### src/rtl/muldiv_unit_if.sv
// Request/response bundle between the issue stage and the RV32M multiply/divide unit.
interface muldiv_unit_if #(
    parameter int N = 32
);
    logic         start;
    logic         flush;
    logic [2:0]   funct3;
    logic [N-1:0] rs1_data;
    logic [N-1:0] rs2_data;
    logic [4:0]   rd_add;
    logic         busy;
    logic         done;
    logic [N-1:0] result;
    logic [4:0]   wb_add;

    modport master (
        output start, flush, funct3, rs1_data, rs2_data, rd_add,
        input  busy, done, result, wb_add
    );

    modport slave (
        input  start, flush, funct3, rs1_data, rs2_data, rd_add,
        output busy, done, result, wb_add
    );
endinterface

### src/rtl/muldiv_unit.sv
// Iterative RV32M multiply/divide unit: shift-add multiply and restoring divide on operand
// magnitudes, one bit per cycle, with a final sign-correction step.
module muldiv_unit #(
    parameter int N = 32
) (
    input  logic          clk,
    input  logic          reset,
    muldiv_unit_if.slave  bus
);
    localparam int IW = $clog2(N);
    localparam logic [IW-1:0] ITER_ONE  = IW'(1);
    localparam logic [IW-1:0] ITER_LAST = IW'(N - 1);
    localparam logic [N-1:0]  ONES      = {N{1'b1}};
    localparam logic [N-1:0]  ZERO      = {N{1'b0}};
    localparam logic [N-1:0]  MOST_NEG  = {1'b1, {(N-1){1'b0}}};

    typedef enum logic [1:0] {
        IDLE = 2'd0,
        CALC = 2'd1,
        FIX  = 2'd2,
        DONE = 2'd3
    } state_t;

    state_t         state_r;
    logic [IW-1:0]  iter_r;
    logic [2*N:0]   acc_r;
    logic [N-1:0]   b_r;
    logic [2:0]     funct3_r;
    logic           neg_res_r;
    logic           neg_rem_r;
    logic [4:0]     rd_r;
    logic           busy_r;
    logic           done_r;
    logic [N-1:0]   result_r;
    logic [4:0]     wb_add_r;

    logic           is_div_s;
    logic           a_signed_s;
    logic           b_signed_s;
    logic           a_neg_s;
    logic           b_neg_s;
    logic [N-1:0]   a_mag_s;
    logic [N-1:0]   b_mag_s;
    logic           div_zero_s;
    logic           overflow_s;
    logic           special_s;
    logic [N-1:0]   special_val_s;

    // Operand decode at accept: signedness, magnitudes and the results that need no iteration.
    always_comb begin
        is_div_s = bus.funct3[2];
        if (is_div_s) begin
            a_signed_s = ~bus.funct3[0];
            b_signed_s = ~bus.funct3[0];
        end else begin
            a_signed_s = (bus.funct3 != 3'b011);
            b_signed_s = ~bus.funct3[1];
        end
        a_neg_s    = a_signed_s & bus.rs1_data[N-1];
        b_neg_s    = b_signed_s & bus.rs2_data[N-1];
        a_mag_s    = a_neg_s ? -bus.rs1_data : bus.rs1_data;
        b_mag_s    = b_neg_s ? -bus.rs2_data : bus.rs2_data;
        div_zero_s = (bus.rs2_data == ZERO);
        overflow_s = ~bus.funct3[0] & (bus.rs1_data == MOST_NEG) & (bus.rs2_data == ONES);
        special_s  = is_div_s & (div_zero_s | overflow_s);
        if (div_zero_s) begin
            special_val_s = bus.funct3[1] ? bus.rs1_data : ONES;
        end else begin
            special_val_s = bus.funct3[1] ? ZERO : MOST_NEG;
        end
    end

    logic [N:0]     sum_s;
    logic [N:0]     diff_s;
    logic [2*N:0]   step_s;

    // One iteration: acc_r holds {partial/remainder, multiplier/quotient} for both operations.
    always_comb begin
        sum_s  = acc_r[2*N:N] + {1'b0, b_r};
        diff_s = acc_r[2*N-1:N-1] - {1'b0, b_r};
        if (funct3_r[2]) begin
            if (!diff_s[N]) begin
                step_s = {diff_s, acc_r[N-2:0], 1'b1};
            end else begin
                step_s = {acc_r[2*N-1:0], 1'b0};
            end
        end else if (acc_r[0]) begin
            step_s = {1'b0, sum_s, acc_r[N-1:1]};
        end else begin
            step_s = {1'b0, acc_r[2*N:1]};
        end
    end

    logic [2*N-1:0] prod_s;
    logic [N-1:0]   quot_s;
    logic [N-1:0]   rem_s;
    logic [N-1:0]   fix_val_s;

    // Sign correction and result selection applied in FIX.
    always_comb begin
        prod_s = neg_res_r ? -acc_r[2*N-1:0] : acc_r[2*N-1:0];
        quot_s = neg_res_r ? -acc_r[N-1:0]   : acc_r[N-1:0];
        rem_s  = neg_rem_r ? -acc_r[2*N-1:N] : acc_r[2*N-1:N];
        case (funct3_r)
            3'b000:                 fix_val_s = prod_s[N-1:0];
            3'b001, 3'b010, 3'b011: fix_val_s = prod_s[2*N-1:N];
            3'b100, 3'b101:         fix_val_s = quot_s;
            3'b110, 3'b111:         fix_val_s = rem_s;
            default:                fix_val_s = ZERO;
        endcase
    end

    // Control FSM with registered busy/done/result/wb_add.
    always_ff @(posedge clk) begin
        if (reset) begin
            state_r   <= IDLE;
            iter_r    <= {IW{1'b0}};
            acc_r     <= {(2*N+1){1'b0}};
            b_r       <= ZERO;
            funct3_r  <= 3'b000;
            neg_res_r <= 1'b0;
            neg_rem_r <= 1'b0;
            rd_r      <= 5'd0;
            busy_r    <= 1'b0;
            done_r    <= 1'b0;
            result_r  <= ZERO;
            wb_add_r  <= 5'd0;
        end else if (bus.flush) begin
            state_r <= IDLE;
            busy_r  <= 1'b0;
            done_r  <= 1'b0;
        end else begin
            case (state_r)
                IDLE: begin
                    done_r <= 1'b0;
                    if (bus.start) begin
                        funct3_r  <= bus.funct3;
                        rd_r      <= bus.rd_add;
                        neg_res_r <= a_neg_s ^ b_neg_s;
                        neg_rem_r <= is_div_s & a_neg_s;
                        acc_r     <= {{(N+1){1'b0}}, (is_div_s ? a_mag_s : b_mag_s)};
                        b_r       <= is_div_s ? b_mag_s : a_mag_s;
                        iter_r    <= {IW{1'b0}};
                        if (special_s) begin
                            result_r <= special_val_s;
                            wb_add_r <= bus.rd_add;
                            done_r   <= 1'b1;
                            state_r  <= DONE;
                        end else begin
                            busy_r  <= 1'b1;
                            state_r <= CALC;
                        end
                    end
                end
                CALC: begin
                    acc_r  <= step_s;
                    iter_r <= iter_r + ITER_ONE;
                    if (iter_r == ITER_LAST) begin
                        state_r <= FIX;
                    end
                end
                FIX: begin
                    result_r <= fix_val_s;
                    wb_add_r <= rd_r;
                    busy_r   <= 1'b0;
                    done_r   <= 1'b1;
                    state_r  <= DONE;
                end
                DONE: begin
                    done_r  <= 1'b0;
                    state_r <= IDLE;
                end
                default: begin
                    busy_r  <= 1'b0;
                    done_r  <= 1'b0;
                    state_r <= IDLE;
                end
            endcase
        end
    end

    assign bus.busy   = busy_r;
    assign bus.done   = done_r;
    assign bus.result = result_r;
    assign bus.wb_add = wb_add_r;
endmodule

### src/flat_wrapper.sv
// flat-port wrapper written by rule: the top's interface ports become plain ports
module muldiv_unit_flat 
#(
    parameter int N = 32
)
  (clk, reset, bus_start, bus_flush, bus_funct3, bus_rs1_data, bus_rs2_data, bus_rd_add, bus_busy, bus_done, bus_result, bus_wb_add);
  muldiv_unit_if #(.N(N)) bus_i ();
  input  logic clk;
  input  logic reset;
  input wire logic [$bits(bus_i.start)-1:0] bus_start;
  input wire logic [$bits(bus_i.flush)-1:0] bus_flush;
  input wire logic [$bits(bus_i.funct3)-1:0] bus_funct3;
  input wire logic [$bits(bus_i.rs1_data)-1:0] bus_rs1_data;
  input wire logic [$bits(bus_i.rs2_data)-1:0] bus_rs2_data;
  input wire logic [$bits(bus_i.rd_add)-1:0] bus_rd_add;
  output wire logic [$bits(bus_i.busy)-1:0] bus_busy;
  output wire logic [$bits(bus_i.done)-1:0] bus_done;
  output wire logic [$bits(bus_i.result)-1:0] bus_result;
  output wire logic [$bits(bus_i.wb_add)-1:0] bus_wb_add;
  assign bus_i.start = bus_start;
  assign bus_i.flush = bus_flush;
  assign bus_i.funct3 = bus_funct3;
  assign bus_i.rs1_data = bus_rs1_data;
  assign bus_i.rs2_data = bus_rs2_data;
  assign bus_i.rd_add = bus_rd_add;
  assign bus_busy = bus_i.busy;
  assign bus_done = bus_i.done;
  assign bus_result = bus_i.result;
  assign bus_wb_add = bus_i.wb_add;
  muldiv_unit #(.N(N)) u_core (.clk(clk), .reset(reset), .bus(bus_i));
endmodule
### config.mk
export PLATFORM = sky130hd
export DESIGN_NAME = muldiv_unit_flat
export DESIGN_NICKNAME = d
export VERILOG_FILES = /design/src/rtl/muldiv_unit_if.sv /design/src/rtl/muldiv_unit.sv /design/src/flat_wrapper.sv
export SDC_FILE = /design/constraint.sdc
export NUM_CORES = 1
export LEC_CHECK = 0
export ABC_CLOCK_PERIOD_IN_PS = 7700
export CORE_MARGIN = 2
export CORE_UTILIZATION = 62
export CTS_CLUSTER_DIAMETER = 30
export DETAILED_ROUTE_END_ITERATION = 7
export PLACE_DENSITY_LB_ADDON = 0.25
export REMOVE_ABC_BUFFERS = 1
export SLEW_MARGIN = 20
export SYNTH_ARGS = -nofsm -noshare
export SYNTH_HDL_FRONTEND = slang
export SYNTH_SLANG_ARGS = --single-unit
### constraint.sdc
create_clock -name clk -period 7.7 [get_ports clk]
set_input_delay 1.54 -clock clk [delete_from_list [all_inputs] [get_ports clk]]
set_output_delay 1.54 -clock clk [all_outputs]
set_load 0.05 [all_outputs]
## After elaboration in Yosys (flattened, before gate mapping)

Cells that the tools add are included.

- Register bits after elaboration: 153
- Latch bits: 0
- Bits in writable memories: 0
- ROM bits: 0
- Bits of input ports: 76
- Output and inout bits: 39
- Logic and storage cells: 100
- Memories: 0

- Add/sub/neg operators: 8
- Multipliers: 0
- Div/mod/pow operators: 0
- $lt $le $gt $ge: 0
- Equality and inequality tests: 18
- Shift operators: 0
- Multiplexer cells: 36
- Bitwise logic cells: 11
- Reductions and logical operators: 15

Operator list:

| operator | count |
|---|---|
| $mux W32 | 11 |
| $mux W65 | 3 |
| $pmux W65 S2 | 1 |
| $mux W64 | 2 |
| $neg A32 Y32 | 4 |
| $pmux W32 S4 | 1 |
| $eq A32 B32 Y1 const B | 2 |
| $neg A64 Y64 | 1 |
| $pmux W32 S2 | 1 |
| $add A33 B32 Y33 | 1 |
| $sub A33 B32 Y33 | 1 |
| $logic_not A32 Y1 | 1 |
| $pmux W5 S2 | 2 |
| $mux W5 | 3 |
| $eq A3 B3 Y1 const B | 4 |
| $reduce_and A3 Y1 | 3 |
| $pmux W2 S4 | 1 |
| $and A1 B1 Y1 | 6 |
| $eq A3 B2 Y1 const B | 2 |
| $mux W1 | 6 |
| $mux W2 | 3 |
| $reduce_or A2 Y1 | 3 |
| $add A5 B1 Y5 const B | 1 |
| $eq A5 B5 Y1 const B | 1 |
| 18 further kinds | 24 |

## Logic depth before layout (Yosys ltp)

Gate-level depths: netlist of the first run.

- Word-level depth: 8
- Mapped depth: 21
- Gate-level depth less buffers: 19

## Worst setup path before layout of the first run

No wires, ideal clock.

- Path kind: input to register
- Start point: in bus_rs1_data[14]
- End point: reg u_core.result_r[10], in the netlist u_core.bus.result[10]
- Data arrival time: 4205 ps
- Data required time: 7568 ps
- Setup slack: 3363 ps
- Cell stages on the path: 11
- Buffers on the path: 2
- Cells stage by stage: or4_4 > or4_4 > or4_4 > or3_4 > o21ai_2 > a31o_1 > buf_4 > buf_6 > o221ai_1 > a21oi_1 > nor3_1

- Cells in the longest elaborated chain, start to end: 7

RTL lines:

| item | line | text |
|---|---|---|
| from (decl) | flat_wrapper.sv:13 | `input wire logic [$bits(bus_i.rs1_data)-1:0] bus_rs1_data;` |
| $eq A32 B32 Y1 | muldiv_unit.sv:64 | `overflow_s = ~bus.funct3[0] & (bus.rs1_data == MOST_NEG) & (bus.rs2_data == ONES);` |
| $and A1 B1 Y1 (2 in series) | muldiv_unit.sv:64 |  |
| $or A1 B1 Y1 | muldiv_unit.sv:65 | `special_s = is_div_s & (div_zero_s \| overflow_s);` |
| $and A1 B1 Y1 | muldiv_unit.sv:65 |  |
| $ne A2 B1 Y1 (no source line) | -- |  |
| $reduce_and A4 Y1 (no source line) | -- |  |
| to (signal assigned) | muldiv_unit.sv:145 | `result_r <= special_val_s;` |
| to (signal assigned) | muldiv_unit.sv:163 | `result_r <= fix_val_s;` |
| to (decl) | muldiv_unit.sv:34 | `logic [N-1:0] result_r;` |

No other way between the ends.
A chain may end at the register's enable or synchronous reset.

## Final worst setup path of the first run

- Start point: in bus_rs1_data[0]
- End point: reg u_core.result_r[10], in the netlist u_core.bus.result[10]

The elaborated chain is that of the path after synthesis.

==> results of run 1 <==
-- cells in the final DEF (no fill, tap or decap), types with 19 or more instances in the layout --
cell type        count
nor2_1             248
nand2_1            237
a21oi_1            172
o21ai_0            154
dfxtp_1            152
clkdlybuf4s50_1    112
xor2_1              97
nor3_1              83
ha_1                76
a211oi_1            69
inv_1               66
xnor2_1             66
mux2i_1             55
nand3_1             38
o31ai_1             37
a21o_1              34
o211ai_1            29
buf_4               28
nor4_1              22
or3_1               20
mux2_2              20
nor2b_1             19
nand4_1             19
-- tightest hold or removal path, stage by stage, from the launching register on --
cell     delay (ns)
dfxtp_1        0.31
nand2_1        0.05
a21oi_1        0.05
-- kinds of logic (layout without fill, tap and decap cells) --
logic type,count (synthesis),count (layout),synth area share
compound gates,699,699,0.303
buf+inv,233,243,0.0604
simple gates,775,775,0.232
xor+xnor,163,163,0.0925
flops,153,153,0.198
mux,75,75,0.0502
fa+ha+maj,78,78,0.0642
-- stage by stage --
stage          area [um^2]  utilization  power [mW]  setup slack, ns
6_report             17200        0.703        2.63             2.26
5_1_grt              17200        0.703        2.72             1.98
4_1_cts              17200        0.703        2.59             2.41
3_5_place_dp         16500        0.678        1.69             1.96
3_3_place_gp         16500        0.678        1.67             2.12
2_1_floorplan        14800            -        1.40             2.01
-- state kept, by name, summed over array words and instances (netlist names) --
name	count
u_core.bus.busy	1
u_core.acc_r	65
u_core.bus.done	1
u_core.iter_r	5
u_core.bus.result	32
u_core.b_r	32
u_core.state_r	2
u_core.rd_r	5
u_core.bus.wb_add	5
u_core.neg_rem_r	1
u_core.neg_res_r	1
u_core.funct3_r	3
-- per-layer routing --
| metal | track usage | share of wire |
|---|---|---|
| met5 | 0 | 0 |
| met4 | 0.231 | 0.060 |
| met3 | 0.0764 | 0.10 |
| met2 | 0.668 | 0.43 |
| met1 | 0.566 | 0.41 |
-- layout make-up --
class                   instances  area share
clock buffers                  19      0.0265
clock inverters                13     0.00919
inverters                      70      0.0153
multi-input cells            1790       0.669
flip-flops and latches        153       0.179
well taps                     324      0.0236
repair buffers                141      0.0779
-- where the power goes --
group | total, mW | internal (mW) | switching, mW
combinational | 0.825 | 0.300 | 0.524
sequential | 0.884 | 0.825 | 0.0591
clock | 0.918 | 0.508 | 0.410
total | 2.63 | 1.63 | 0.993
-- worst paths after layout --
| check | end | slack (ns) | cells past startpoint |
|---|---|---|---|
| min | u_core.rd_r[3] | 0.46 | 2 |
| min reg2reg | u_core.rd_r[3] | 0.46 | 2 |
| max | u_core.bus.result[10] | 2.26 | 13 |
| max reg2reg | u_core.acc_r[60] | 2.35 | 18 |
==> impl_results.md, run 1 <==
- CTS resizes: 0
- Via/cell ratio: 7.02
- Setup TNS: 0 ns
- CTS buffer count: 17
- Die area: 26200 um^2
- Pre-antenna DRT Iters: 7
- Share of layout cells above drive strength 1: 0.0563
- Worst hold slack: 0.458 ns
- Status: complete, no violations
- Chip width: 162 um
- Min-delay src: u_core.rd_r[3]
- CTS max path bufs: 2
- N_diodes: 0
- Area of the core: 24400 um^2
- DRC violations left: 0
- Mapped Cells: 2176
- Num rows: 57
- # nets final: 2327
- Grt total ovfl: 0
- Wirelength, routed: 57700 um
- Multi-input logic area: 11500 um^2
- # placed instances: 2478
- Final hold vios: 0
- Worst EP required: 8.00 ns
- Crit Path Category: in2reg
- Register area share after synthesis: 0.198
- Final setup viols: 0
- Static Leak: roughly 6.5 nW
- Clk Latency, worst-skew pair: roughly 0.45 ns
- Die H: between 150 and 200 um
- Syn Area/Cell: around 7.1 um^2
- FF+latch area: 3070 um^2
- Vias in the first global route: 16196
- Area grow syn2layout: 11.1%
- CTS tree: yes
- Clock root cell: clkbuf_16
- Hold buffers post-CTS: 0
- CP Max Fanout: 40
- Pwr/cell area: 153 nW/um^2
- Number of synthesized flops with an enable pin: 0
- CTS sink cnt: about 150
- Worst path cell trace: clkdlybuf4s50_1 > inv_1 > ha_1 > nor3b_1 > nand3_1 > or4_4 > or3_4 > o21ai_2 > a31o_2 > buf_4 > o221ai_1 > a21oi_1 > nor3_1
- Netlist cell types: 82
- Tcrit/Tclk final: 0.706
- Critical path data arrival time: 5.74 ns
- First-pass GRT wire length: 89100 um
- Worst Setup End Kind: flop
- Main area contributors after synthesis: dfxtp_1 (20%), ha_1 (6.2%), nor2_1 (6.1%), nand2_1 (5.8%), a21oi_1 (5.6%)
- Post-synth top area share: 0.198
- DP HPWL: 41700 um
- Setup bufs post-CTS: 0
- H-tree depth: 4
- IO Pins: 115
- Fin crit period: about 5.4 ns
- Top_reg_cell synth: dfxtp_1
- Clock-pin slew on the worst setup and hold paths: 0.07 ns
- Clock Skew: 0.0135 ns
- Port bufs: 114
- CP Launch Type: input pin
- Vias after detailed routing: 17609
- HP Class: reg2reg
- Number of nets with antenna violations after routing: 0
- Most common cell in the netlist: nor2_1
- Worst-Margin Slew: 1.25 ns
- Slew Limit Headroom: 0.162
- Initial Util: 0.633
- Post-Syn Area: 15400 um^2
- Critical-path top delay cell: or4_4
- Final slew viol count: 0
- Max Clock Freq: ~180 MHz
- Final GP Congestion: 1.01
- CP max stage delay: slightly above 0.6 ns
- Largest net degree at the start of global routing: 89
- CP top delay family: simple AND/OR/NAND/NOR gates
- Synth area leader: dfxtp_1
- VDD IR max: 0.115 mV
- RSZ-0062 raised after global routing: false
- Fillers: 2092
- Crit path buf inv count: 3
- Most instantiated cells after synthesis: nor2_1 (250), nand2_1 (237), a21oi_1 (172), o21ai_0 (154), dfxtp_1 (153)
- Async set-or-reset flop fraction in the synthesized netlist: 0
- Syn. warnings: 0
- Initial antenna violation count: 0
- Initial DRC Count: 2512
- Crit. Startpoint: bus_rs1_data[0]
- Number of synthesized register bits: roughly 150
- Maxcap violations: 0
- Non-filler cells, final: 2510
- DR WL/cell: 23.0 um
- RR Startpoint: u_core.acc_r[32]
- Total global-route track usage: 0.429
No activity file was read; power rests on OpenSTA's default activity.
==> inputs of run 2 (changes only) <==
--- a/config.mk
+++ b/config.mk
@@ -5,9 +5,9 @@
 export SDC_FILE = /design/constraint.sdc
 export NUM_CORES = 1
 export LEC_CHECK = 0
-export ABC_CLOCK_PERIOD_IN_PS = 7700
+export ABC_CLOCK_PERIOD_IN_PS = 5000
 export CORE_MARGIN = 2
-export CORE_UTILIZATION = 62
+export CORE_UTILIZATION = 55
 export CTS_CLUSTER_DIAMETER = 30
 export DETAILED_ROUTE_END_ITERATION = 7
 export PLACE_DENSITY_LB_ADDON = 0.25
==> constraint.sdc (replaced) <==
create_clock -name clk -period 5 [get_ports clk]
set_input_delay 1 -clock clk [delete_from_list [all_inputs] [get_ports clk]]
set_output_delay 1 -clock clk [all_outputs]
set_load 0.05 [all_outputs]
==> run 2 against run 1 <==
Compared with the run above: combinational power up 55%; critical path depth up 4; largest cell class unchanged; highest routed layer unchanged; routed wire length up 1.9%.
==> impl_results.md, run 2 (same netlist as run 1, synthesis figures left out) <==
- VDD IR max: 0.255 mV
- Commonest non-fill, non-tap cell in the layout: nor2_1
- Number of nets with antenna violations after routing: 0
- Final setup viols: 0
- Final Util: 0.633
- DP HPWL: 44100 um
- Num rows: 61
- Final worst slack: 0.551 ns
- N_diodes: 0
- Maxcap violations: 0
- Fin crit period: 4.45 ns
- RSZ-0062 raised after global routing: false
- Crit Path Category: reg2reg
- # placed instances: 2571
- Max reg flops: 65
- Grt total ovfl: 0
- Area of the core: 27700 um^2
- Non-filler cells, final: 2602
- Pre-antenna DRT Iters: 7
- Clock root cell: clkbuf_16
- Via/cell ratio: 6.75
- Vias after detailed routing: 17574
- DR WL/cell: between 20 and 25 um
- Largest net degree at the start of global routing: 71
- Pwr/cell area: 232 nW/um^2
- Initial antenna violation count: 0
- Most frequent cells in the layout: nor2_1 (248), nand2_1 (237), a21oi_1 (172)
- Share of layout cells above drive strength 1: 0.0737
- Wirelength, routed: 58800 um
- Fillers: 2538
- Final slew viol count: 0
- Final GP Congestion: between 1 and 1.5
- Critical path data arrival time: 4.74 ns
- CTS resizes: 0
- Post-Place Worst Slack: about 0.28 ns
- Vias in the first global route: ~16000
- Largest reg by FF count: u_core.acc_r
- CP Max Fanout: 9
- Max Clock Freq: 225 MHz
- Setup TNS: 0 ns
- Clock-pin slew on the worst setup and hold paths: 0.07 ns
- Area grow syn2layout: 13.7%
- HP Class: reg2reg
- # nets final: between 2000 and 2500
- Worst EP required: 5.29 ns
- H-tree depth: 4
- Initial Util: 0.557
- CP Launch Type: flop
- Post-place instance area: approximately 17000 um^2
- CTS max path bufs: 2
- Power Total: between 4 and 5 mW
- Clk Latency, worst-skew pair: 0.45 ns
- Setup slack, reg-to-reg: 0.55 ns
- Status: complete, no violations
- Slew Limit Headroom: 0.304
- Worst Setup End Kind: flop
- Total global-route track usage: 0.392
- Chip width: around 170 um
- Final hold vios: 0
- Worst hold slack: 0.460 ns
- CTS tree: yes
- Clock Skew: 0.0178 ns
- Tcrit/Tclk final: 0.890
- Port bufs: ~110
- Initial DRC Count: 2044
- Worst-Margin Slew: 1.04 ns
- Die H: 172 um
- Die area: 29400 um^2
- DRC violations left: 0
- IO Pins: around 120
- Static Leak: 6.71 nW
- CTS sink cnt: 153
- First-pass GRT wire length: approximately 89000 um
- Hold buffers post-CTS: 0
- Setup bufs post-CTS: 0
- CTS buffer count: 17
- Finished Cell Area: 17500 um^2
==> run 2: cell types whose count changed in the layout (fill, tap and decap cells not counted), sizes merged <==
cell / before / now
buf: 29 / 68
bufinv: 2 / 3
clkbuf: 19 / 17
==> run 2: per-layer routing <==
| layer | routed length [um] | up-vias | GRT usage |
|---|---|---|---|
| li1 | - | 8030 | - |
| met1 | 24000 | 8244 | 0.528 |
| met2 | 25500 | 1101 | 0.602 |
| met3 | 5970 | 199 | 0.0614 |
| met4 | 3350 | 0 | 0.210 |
| met5 | 0 | - | 0 |
==> run 2: area by class of cell <==
cell class | count | area (um^2) | share of cell area
Clock buffer | 17 | 425 | 0.0242
Clock inverter | 14 | 188 | 0.0107
Inverter | 70 | 263 | 0.0150
Multi-Input combinational cell | 1790 | 11500 | 0.654
Sequential cell | 153 | 3070 | 0.175
Tap cell | 378 | 473 | 0.0270
Timing Repair Buffer | 180 | 1650 | 0.0943
==> run 2: worst max-delay path, stage by stage (launching register included) <==
cell and delay, ns:
dfxtp_1 0.36, inv_1 0.06, ha_1 0.33, nor2b_1 0.17, o31a_1 0.26, o21a_1 0.23, o21a_1 0.26, a31oi_1 0.55
a211oi_1 0.21, o31a_1 0.28, nor3_1 0.12, o21bai_1 0.11, ha_1 0.32, buf_4 0.16, nand2_1 0.31, o21bai_1 0.32
a22oi_1 0.16, a211oi_1 0.07
==> run 2: final timing paths <==
path                            cells past startpoint                to      startpoint
worst max-delay path                               17  u_core.acc_r[60]   u_core.b_r[2]
worst min-delay path                                2    u_core.rd_r[3]  u_core.rd_r[3]
worst max register to register                     17  u_core.acc_r[60]   u_core.b_r[2]
worst min register to register                      2    u_core.rd_r[3]  u_core.rd_r[3]
==> run 2: power breakdown <==
| group | switching (mW) | internal (mW) |
|---|---|---|
| Combinational | 0.801 | 0.484 |
| Sequential | 0.101 | 1.27 |
| Clock | 0.621 | 0.799 |
| Total | 1.52 | 2.55 |
==> inputs of run 3 (changes only) <==
--- a/config.mk
+++ b/config.mk
@@ -6,7 +6,6 @@
 export NUM_CORES = 1
 export LEC_CHECK = 0
 export ABC_CLOCK_PERIOD_IN_PS = 5000
-export CORE_MARGIN = 2
 export CORE_UTILIZATION = 55
 export CTS_CLUSTER_DIAMETER = 30
 export DETAILED_ROUTE_END_ITERATION = 7
==> run 3 against run 2 <==
Compared with the run above: sequential share of layout area barely moved; hold slack improved by 0.00051 ns; first-iteration DRC count rose by 15%; maximum frequency fell by 3.7%; global-route usage rose by 1.6 points; register-to-register slack got worse by 0.17 ns; worst setup slack got worse by 0.17 ns; cell count fell by 0.15%; clock skew fell by 0.0054 ns; sequential power barely moved; largest power group unchanged; highest routed layer unchanged.
==> impl_results.md, run 3 (same netlist as run 1, synthesis figures left out) <==
- Met3 wire length: between 6000 and 7000 um
- First-pass GRT wire length: 90600 um
- Vias after detailed routing: roughly 18000
- Number of nets with antenna violations after routing: 0
- Die area: 28700 um^2
- RSZ-0062 raised after global routing: false
- Static Leak: approximately 6.7 nW
- FF+latch area: 3070 um^2
- Final slew viol count: 0
- Hold buffers post-CTS: 0
- Met2 WL: 25800 um
- R2R cell count: 20
- Post-Place Worst Slack: 0.268 ns
- Worst Setup End Kind: flop
- Worst-Margin Slew: around 1.0 ns
- Max reg flops: 65
- Area grow syn2layout: 13.9%
- CP Max Fanout: 21
- IO Pins: 115
- DP HPWL: between 40000 and 50000 um
- Clock-pin slew on the worst setup and hold paths: 0.07 ns
- Clk Latency, worst-skew pair: ~0.44 ns
- Via/cell ratio: 6.80
- Multi-input logic area: 11500 um^2
- # nets final: between 2000 and 2500
- Fillers: about 2500
- CTS resizes: 0
- DR top layer: met4
- Initial antenna violation count: 1
- Crit Path Category: reg2reg
- Die H: 170 um
- Max Clock Freq: 216 MHz
- HP Class: reg2reg
- H-tree depth: 4
- Worst EP required: 5.31 ns
- DR WL/cell: 22.8 um
- Grt total ovfl: 0
- Power Total: 4.11 mW
- Initial DRC Count: 2346
- Pwr/cell area: between 200 and 250 nW/um^2
- Vias in the first global route: 16126
- Clock Skew: 0.0124 ns
- Share of layout cells above drive strength 1: 0.0737
- Slew Limit Headroom: 0.305
- Pre-antenna DRT Iters: 8
- Hold depth: 2
- Commonest non-fill, non-tap cell in the layout: nor2_1
- Final hold vios: 0
- Most frequent cells in the layout: nor2_1 (248), nand2_1 (237), a21oi_1 (172)
- CTS tree: yes
- VDD IR max: 0.212 mV
- Final setup viols: 0
- Wirelength, routed: 59200 um
- CTS buffer count: 17
- Critical path data arrival time: 4.93 ns
- Num rows: 60
- Status: complete, no violations
- Final GP Congestion: 1.08
- Setup TNS: 0 ns
- Fin crit period: 4.62 ns
- Port bufs: 114
- Largest reg by FF count: u_core.acc_r
- CTS max path bufs: 2
- Final worst slack: between 0.3 and 0.4 ns
- CP Launch Type: flop
- Initial Util: 0.567
- Area of the core: 27300 um^2
- Largest net degree at the start of global routing: between 100 and 150
- Routed met1 length: 23500 um
- DRC violations left: 0
- CTS sink cnt: 153
- N_diodes: 0
- Tcrit/Tclk final: 0.924
- Chip width: 170 um
- Clock root cell: clkbuf_16
- Total global-route track usage: 0.408
- Setup bufs post-CTS: 0
- Maxcap violations: 0
[run 3: cell count changes in the layout (fill, tap and decap cells not counted), sizes merged]
cell      delta
inv          -4
clkinvlp     -1
buf          +2
bufinv       +1
clkbuf       +4
[run 3: final cells by class]
| cell class | instances | area share |
|---|---|---|
| flip-flops and latches | 153 | 0.174 |
| clock buffers | 21 | 0.0267 |
| repair buffers | 182 | 0.0956 |
| well taps | 372 | 0.0265 |
| clock inverters | 10 | 0.00932 |
| inverters | 70 | 0.0149 |
| multi-input cells | 1790 | 0.653 |
[run 3: through the flow]
step                      hold slack [ns]  utilization  area (um^2)  cells
after CTS                           0.461        0.645        17600   2598
after floorplan                     0.430            -        14800   2013
after detailed placement            0.452        0.622        16900   2567
after global placement              0.442        0.622        16900   2567
final                               0.460        0.645        17600   2598
after global routing                0.480        0.645        17600   2598
[run 3: final timing paths]
kind                                         end  slack [ns]        startpoint
worst max-delay path            u_core.acc_r[35]        0.38  u_core.acc_r[31]
worst min-delay path              u_core.rd_r[0]        0.46    u_core.rd_r[0]
worst max register to register  u_core.acc_r[35]        0.38  u_core.acc_r[31]
worst min register to register    u_core.rd_r[0]        0.46    u_core.rd_r[0]
[run 3: worst max-delay path, cell delays in order (launching register included)]
cell,delay (ns)
dfxtp_1,0.33
inv_1,0.04
ha_1,0.20
fa_1,0.39
nor2b_1,0.22
o31a_1,0.18
o21a_1,0.20
o21a_1,0.24
a31oi_1,0.24
a211oi_1,0.67
o31a_1,0.19
nor3_1,0.04
o21bai_1,0.15
ha_1,0.32
inv_1,0.13
buf_4,0.27
nor2_1,0.08
a221oi_1,0.27
a31oi_1,0.09
a22oi_1,0.17
nor2_1,0.05
[run 3: routing by layer]
metal  vias up  GRT usage
met3       196     0.0835
met2      1097      0.628
met4         0      0.231
met5         -          0
met1      8339      0.530
li1       8027          -
[run 3: power breakdown]
| part | internal [mW] | switching [mW] |
|---|---|---|
| logic | 0.486 | 0.827 |
| clock network | 0.876 | 0.567 |
| registers | 1.27 | 0.0842 |
==> RTL edit 1: new RTL, settings of run 1 <==
`N` is set to 32 in 3 places; all go to 16.
--- a/src/rtl/muldiv_unit_if.sv
+++ b/src/rtl/muldiv_unit_if.sv
@@ -1,6 +1,6 @@
 // Request/response bundle between the issue stage and the RV32M multiply/divide unit.
 interface muldiv_unit_if #(
-    parameter int N = 32
+    parameter int N = 16
 );
     logic         start;
     logic         flush;
--- a/src/rtl/muldiv_unit.sv
+++ b/src/rtl/muldiv_unit.sv
@@ -1,7 +1,7 @@
 // Iterative RV32M multiply/divide unit: shift-add multiply and restoring divide on operand
 // magnitudes, one bit per cycle, with a final sign-correction step.
 module muldiv_unit #(
-    parameter int N = 32
+    parameter int N = 16
 ) (
     input  logic          clk,
     input  logic          reset,
--- a/src/flat_wrapper.sv
+++ b/src/flat_wrapper.sv
@@ -1,7 +1,7 @@
 // flat-port wrapper written by rule: the top's interface ports become plain ports
 module muldiv_unit_flat 
 #(
-    parameter int N = 32
+    parameter int N = 16
 )
   (clk, reset, bus_start, bus_flush, bus_funct3, bus_rs1_data, bus_rs2_data, bus_rd_add, bus_busy, bus_done, bus_result, bus_wb_add);
   muldiv_unit_if #(.N(N)) bus_i ();
Interface: changed (resized bus_result, bus_rs1_data and bus_rs2_data); port bits go from 115 to 67. The function was not compared with the original's and may differ.
==> RTL edit 1 against run 1 <==
Cell area down 46%. Final cell count down 47%. Wire length down 54%. Fmax up 18%. Die area down 46%. Synthesized cell count down 47%. Non-clock buffer count down 66. Sequential cell count down 65. Setup slack better by 850 ps. Combinational power down 47%. Clock skew down 5.0 ps. Synthesized area down 47%. Power down 46%. Critical path type unchanged. Largest cell class unchanged.
==> RTL edit 1: results (changes against run 1) <==
* **outcome** finished, final reports clean
* **wl on met1** 11100 µm, -53%
* **final net count** 1248, -46%
* **worst relative slew slack** 27.8%, +12 points
* **number of distinct library cells after synthesis** 72, -12%
* **worst-case register-to-register setup slack** 3730 ps, +1380 ps
* **detailed-placement wirelength estimate** 19400 µm, -54%
* **overall routing resource usage** 36.7%, -6.2 points
* **worst-skew pair later-pin latency** 360 ps, -90 ps
* **largest net degree at the start of global routing** 75, -16%
* **maximum level of the CTS H-tree** 3, -1
* **total routed wirelength** 26400 µm, -54%
* **count of routing violations after the opening detailed-route iteration** 941, -63%
* **most numerous cell types in the synthesized netlist** nor2_1 (134), nand2_1 (118), dfxtp_1 (88), o21ai_0 (75), a21oi_1 (74)
* **Compound-Gate Fraction of Synth Area** 29.1%, -1.1 points
* **wire length of the first global-routing pass** 42000 µm, -53%
* **fraction of final layout cells with drive strength greater than 1** 4.12%, -1.5 points
* **uppermost layer routed** met4
* **routability congestion estimate** 1.00, -0.43%
* **delay-heaviest family, CP** simple AND/OR/NAND/NOR gates
* **portion of netlist area occupied by mux cells** 4.21%, -0.81 points
* **critical path arrival** 4840 ps, -900 ps
* **setup skew after layout** 8.54 ps, -4.99 ps
* **clock transition at the register clock pins on the worst setup and hold paths after CTS** 70 ps, about the same
* **max reg flops** 33, -49%
* **slowest cell delay on critical path** 790 ps, +170 ps
* **proportion of register bits with asynchronous set or reset after synthesis** 0%, unchanged
* **main area contributors after synthesis** dfxtp_1 (21%), ha_1 (6.5%), nor2_1 (6.1%)
* **diode insertion count for antenna repair** 0, unchanged
* **worst r2r path cells** 17, -1
* **number of vias in the routed layout** 9027, -49%
* **Root Buffer** clkbuf_16
* **leakage** 0.00334 µW, -49%
* **worst reg2reg endpoint** u_core.acc_r[0]
* **xor and xnor area share after synthesis** 7.53%, -1.7 points
* **design internal power** 911 µW, -44%
* **iteration count of the initial detailed-routing pass** 6, -1
* **Num CTS Buffers** 9, -8
* **# port buffers** 66, -42%
* **CP max stage cell** nand2_1
* **metal3 WL** 2560 µm, -56%
* **via count of the first global-routing pass** 8016, -51%
* **Hold Crit Depth** 2, unchanged
* **Fill cells** 1163, -44%
* **critical path endpoint** u_core.bus.result[3]
* **Worst Setup SP** bus_rs1_data[8]
* **share of synthesized cell area in full adder, half adder and majority cells** 7.00%, +0.59 points
* **portion of the post-synthesis area used by sequential elements** 21.3%, +1.5 points
* **Detail Route met2 WL** 11700 µm, -53%
* **main flop type after synthesis** dfxtp_1
* **worst vdd ir** 0.000113 V, -1.6%
* **worst r2r src** u_core.acc_r[16]
* **critical path peak fanout** 32, -20%
* **largest register by flop count** u_core.acc_r
[RTL edit 1: metrics by stage]
step | setup WS [ps] | instances | utilization [%] | cell area (µm²) | hold WS [ps]
6_report | 3110 | 1340 | 69.9 | 9180 | 458
5_1_grt | 2960 | 1340 | 69.9 | 9180 | 481
4_1_cts | 3120 | 1340 | 69.9 | 9180 | 456
3_5_place_dp | 2710 | 1324 | 67.5 | 8870 | 446
3_3_place_gp | 2880 | 1324 | 67.5 | 8870 | 441
2_1_floorplan | 3690 | 1073 | - | 7920 | 430
[RTL edit 1: tightest hold or removal path, cell delays in order, from the launching register on]
cell     delay (ps)
dfxtp_1         310
nand2_1          50
a21oi_1          50
[RTL edit 1: cell type report]
| class | count | area (µm²) | share of cell area, % |
|---|---|---|---|
| repair buffers | 75 | 723 | 7.87 |
| flip-flops and latches | 88 | 1760 | 19.2 |
| clock inverters | 5 | 62.6 | 0.681 |
| multi-input cells | 939 | 5990 | 65.2 |
| clock buffers | 11 | 253 | 2.75 |
| inverters | 46 | 173 | 1.88 |
| well taps | 176 | 220 | 2.40 |
[RTL edit 1: power by group through the flow]
stage          Combinational [µW]  Sequential (µW)  Clock [µW]
3_3_place_gp                  418              514           0
3_5_place_dp                  424              515           0
6_report                      438              507         475
5_1_grt                       476              508         494
4_1_cts                       428              505         475
2_1_floorplan                 274              517           0
[RTL edit 1: cells by family after synthesis]
logic type	Yosys count
xor+xnor	71
flops	88
buf+inv	130
simple gates	428
compound gates	361
mux	34
fa+ha+maj	45
[RTL edit 1: metal layers]
layer | GRT usage [%] | vias up
met4 | 14.8 | 0
met2 | 56.7 | 521
met3 | 7.81 | 97
met1 | 49.9 | 4164
met5 | 0 | -
li1 | - | 4245
==> RTL edit 2: new RTL, settings of run 1 <==
Without the edit above. Re-encode `state_t` (4 states) as Gray code, 2 bits wide.
--- a/src/rtl/muldiv_unit.sv
+++ b/src/rtl/muldiv_unit.sv
@@ -15,10 +15,10 @@
     localparam logic [N-1:0]  MOST_NEG  = {1'b1, {(N-1){1'b0}}};
 
     typedef enum logic [1:0] {
-        IDLE = 2'd0,
-        CALC = 2'd1,
-        FIX  = 2'd2,
-        DONE = 2'd3
+        IDLE = 2'b00,
+        CALC = 2'b01,
+        FIX  = 2'b11,
+        DONE = 2'b10
     } state_t;
 
     state_t         state_r;
Behaviour: no difference found for any inputs over 4 cycles, from zero or initial values and one cycle with reset high; so few cycles prove little.
==> RTL edit 2 against run 1 <==
Register-to-register slack got worse by 320 ps. Via count shrank 3.9%. Combinational power fell by 18%. Wire length decreased by 4.7%. Setup slack worse by 230 ps. Fmax is 4.1% lower. Sequential cell count unchanged. Synthesized area shrank 1.8%. Worst hold slack is essentially flat. Cell area down 2.0%. Utilization fell by 0.79 points. Power is 9.3% lower. First-iteration DRC count down 0.24%. Global-route usage decreased by 1.6 points. Critical endpoint is now u_core.acc_r[62].
==> RTL edit 2: results (changes against run 1) <==
* **outcome** finished, final reports clean
* **Fill cells** 2098, +0.29%
* **largest register by flop count** u_core.acc_r
* **number of buffers inserted to repair setup after CTS** 0, unchanged
* **Switch Pwr** 850 µW, -14%
* **most numerous cell types in the synthesized netlist** nand2_1 (257), nor2_1 (205), a21oi_1 (179), o21ai_0 (175), dfxtp_1 (153)
* **global-route met1 utilization** 53.7%, -2.9 points
* **Num CTS Buffers** 17, unchanged
* **met2 layer usage reported by global route** 64.0%, -2.9 points
* **diode insertion count for antenna repair** 0, unchanged
* **gate count of the mapped netlist** 2141, -1.6%
* **total routed wirelength** 55000 µm, -4.7%
* **max reg flops** 65, unchanged
* **maximum level of the CTS H-tree** 4, unchanged
* **largest net degree at the start of global routing** 78, -12%
* **xor and xnor area share after synthesis** 10.6%, +1.3 points
* **Detail Route met2 WL** 24000 µm, -3.6%
* **proportion of register bits with asynchronous set or reset after synthesis** 0%, unchanged
* **Root Buffer** clkbuf_16
* **leakage** 0.00626 µW, -3.8%
* **wl on met1** 21700 µm, -7.5%
* **fraction of final layout cells with drive strength greater than 1** 4.94%, -0.69 points
* **slowest cell delay on critical path** 780 ps, +160 ps
* **critical path peak fanout** 30, -25%
* **detailed-placement wirelength estimate** 40100 µm, -3.8%
* **slew at the pin closest to its max-slew limit** 1060 ps, -185 ps
* **number of distinct library cells after synthesis** 79, -3.7%
* **Crit path required time** 8060 ps, +60 ps
* **Compound-Gate Fraction of Synth Area** 28.3%, -1.9 points
* **delay-heaviest family, CP** compound AO/OA/AOI/OAI gates
* **quantity of gates resized following cts** 0, unchanged
* **main area contributors after synthesis** dfxtp_1 (20%), nand2_1 (6.4%), ha_1 (5.9%)
* **Place WS** 1870 ps, -88.2 ps
* **overall routing resource usage** 41.4%, -1.6 points
* **uppermost layer routed** met5
* **worst vdd ir** 0.000115 V, about the same
* **wire length of the first global-routing pass** 84900 µm, -4.6%
* **GR Layer Usage met3** 8.32%, +0.68 points
* **Tightest Hold Check Type** flip-flop to flip-flop
* **metal3 WL** 5920 µm, +0.66%
* **portion of the post-synthesis area used by sequential elements** 20.2%, +0.37 points
* **Clock net power** 833 µW, -9.3%
* **count of routing violations after the opening detailed-route iteration** 2506, -0.24%
* **area share of the largest cell type after synthesis** 20.2%, +0.37 points
* **final net count** 2284, -1.8%
* **routability congestion estimate** 1.00, -0.74%
* **CP max stage cell** ha_1
* **per-cell routed wire length** 22.3 µm, -3.2%
* **total placed cells including tap cells** 2439, -1.6%
* **design internal power** 1530 µW, -6.2%
* **setup skew after layout** 13.1 ps, -0.423 ps
* **number of antenna violations at the first check in global routing** 1, +1
* **total cell area at the placement stage** 0.0162 mm², -1.8%
* **sequential group share of total power** 36.5%, +2.8 points
* **share of synthesized cell area in full adder, half adder and majority cells** 6.21%, -0.21 points
* **portion of netlist area occupied by mux cells** 5.37%, +0.35 points
* **via count of the first global-routing pass** 15500, -4.0%
* **iteration count of the initial detailed-routing pass** 8, +1
* **Max Root-Sink Buffers** 2, unchanged
* **Via-to-Cell Ratio** 6.85, -2.4%
## RTL edit 2: cell count changes after synthesis, moves of 13 or more
cell / delta
nor2_1: -45
a211oi_1: -23
o21ai_0: +21
nand2_1: +20
a311oi_1: +19
xnor2_1: +16
nor2b_1: +14
nor3_1: -13
## RTL edit 2: final timing paths
check	start	endpoint	slack, ps	cells after the start
setup / recovery	u_core.acc_r[35]	u_core.acc_r[62]	2030	17
hold / removal	u_core.rd_r[2]	u_core.rd_r[2]	460	2
setup reg to reg	u_core.acc_r[35]	u_core.acc_r[62]	2030	17
hold reg to reg	u_core.rd_r[2]	u_core.rd_r[2]	460	2
## RTL edit 2: layout make-up
cell class                      instances  area, µm²  share of cell area [%]
Tap cell                              324        405                    2.41
Timing Repair Buffer                  138       1310                    7.81
Clock inverter                         14        138                   0.819
Clock buffer                           18        429                    2.55
Sequential cell                       153       3070                    18.2
Inverter                               58        218                    1.29
Multi-Input combinational cell       1766      11200                    66.9
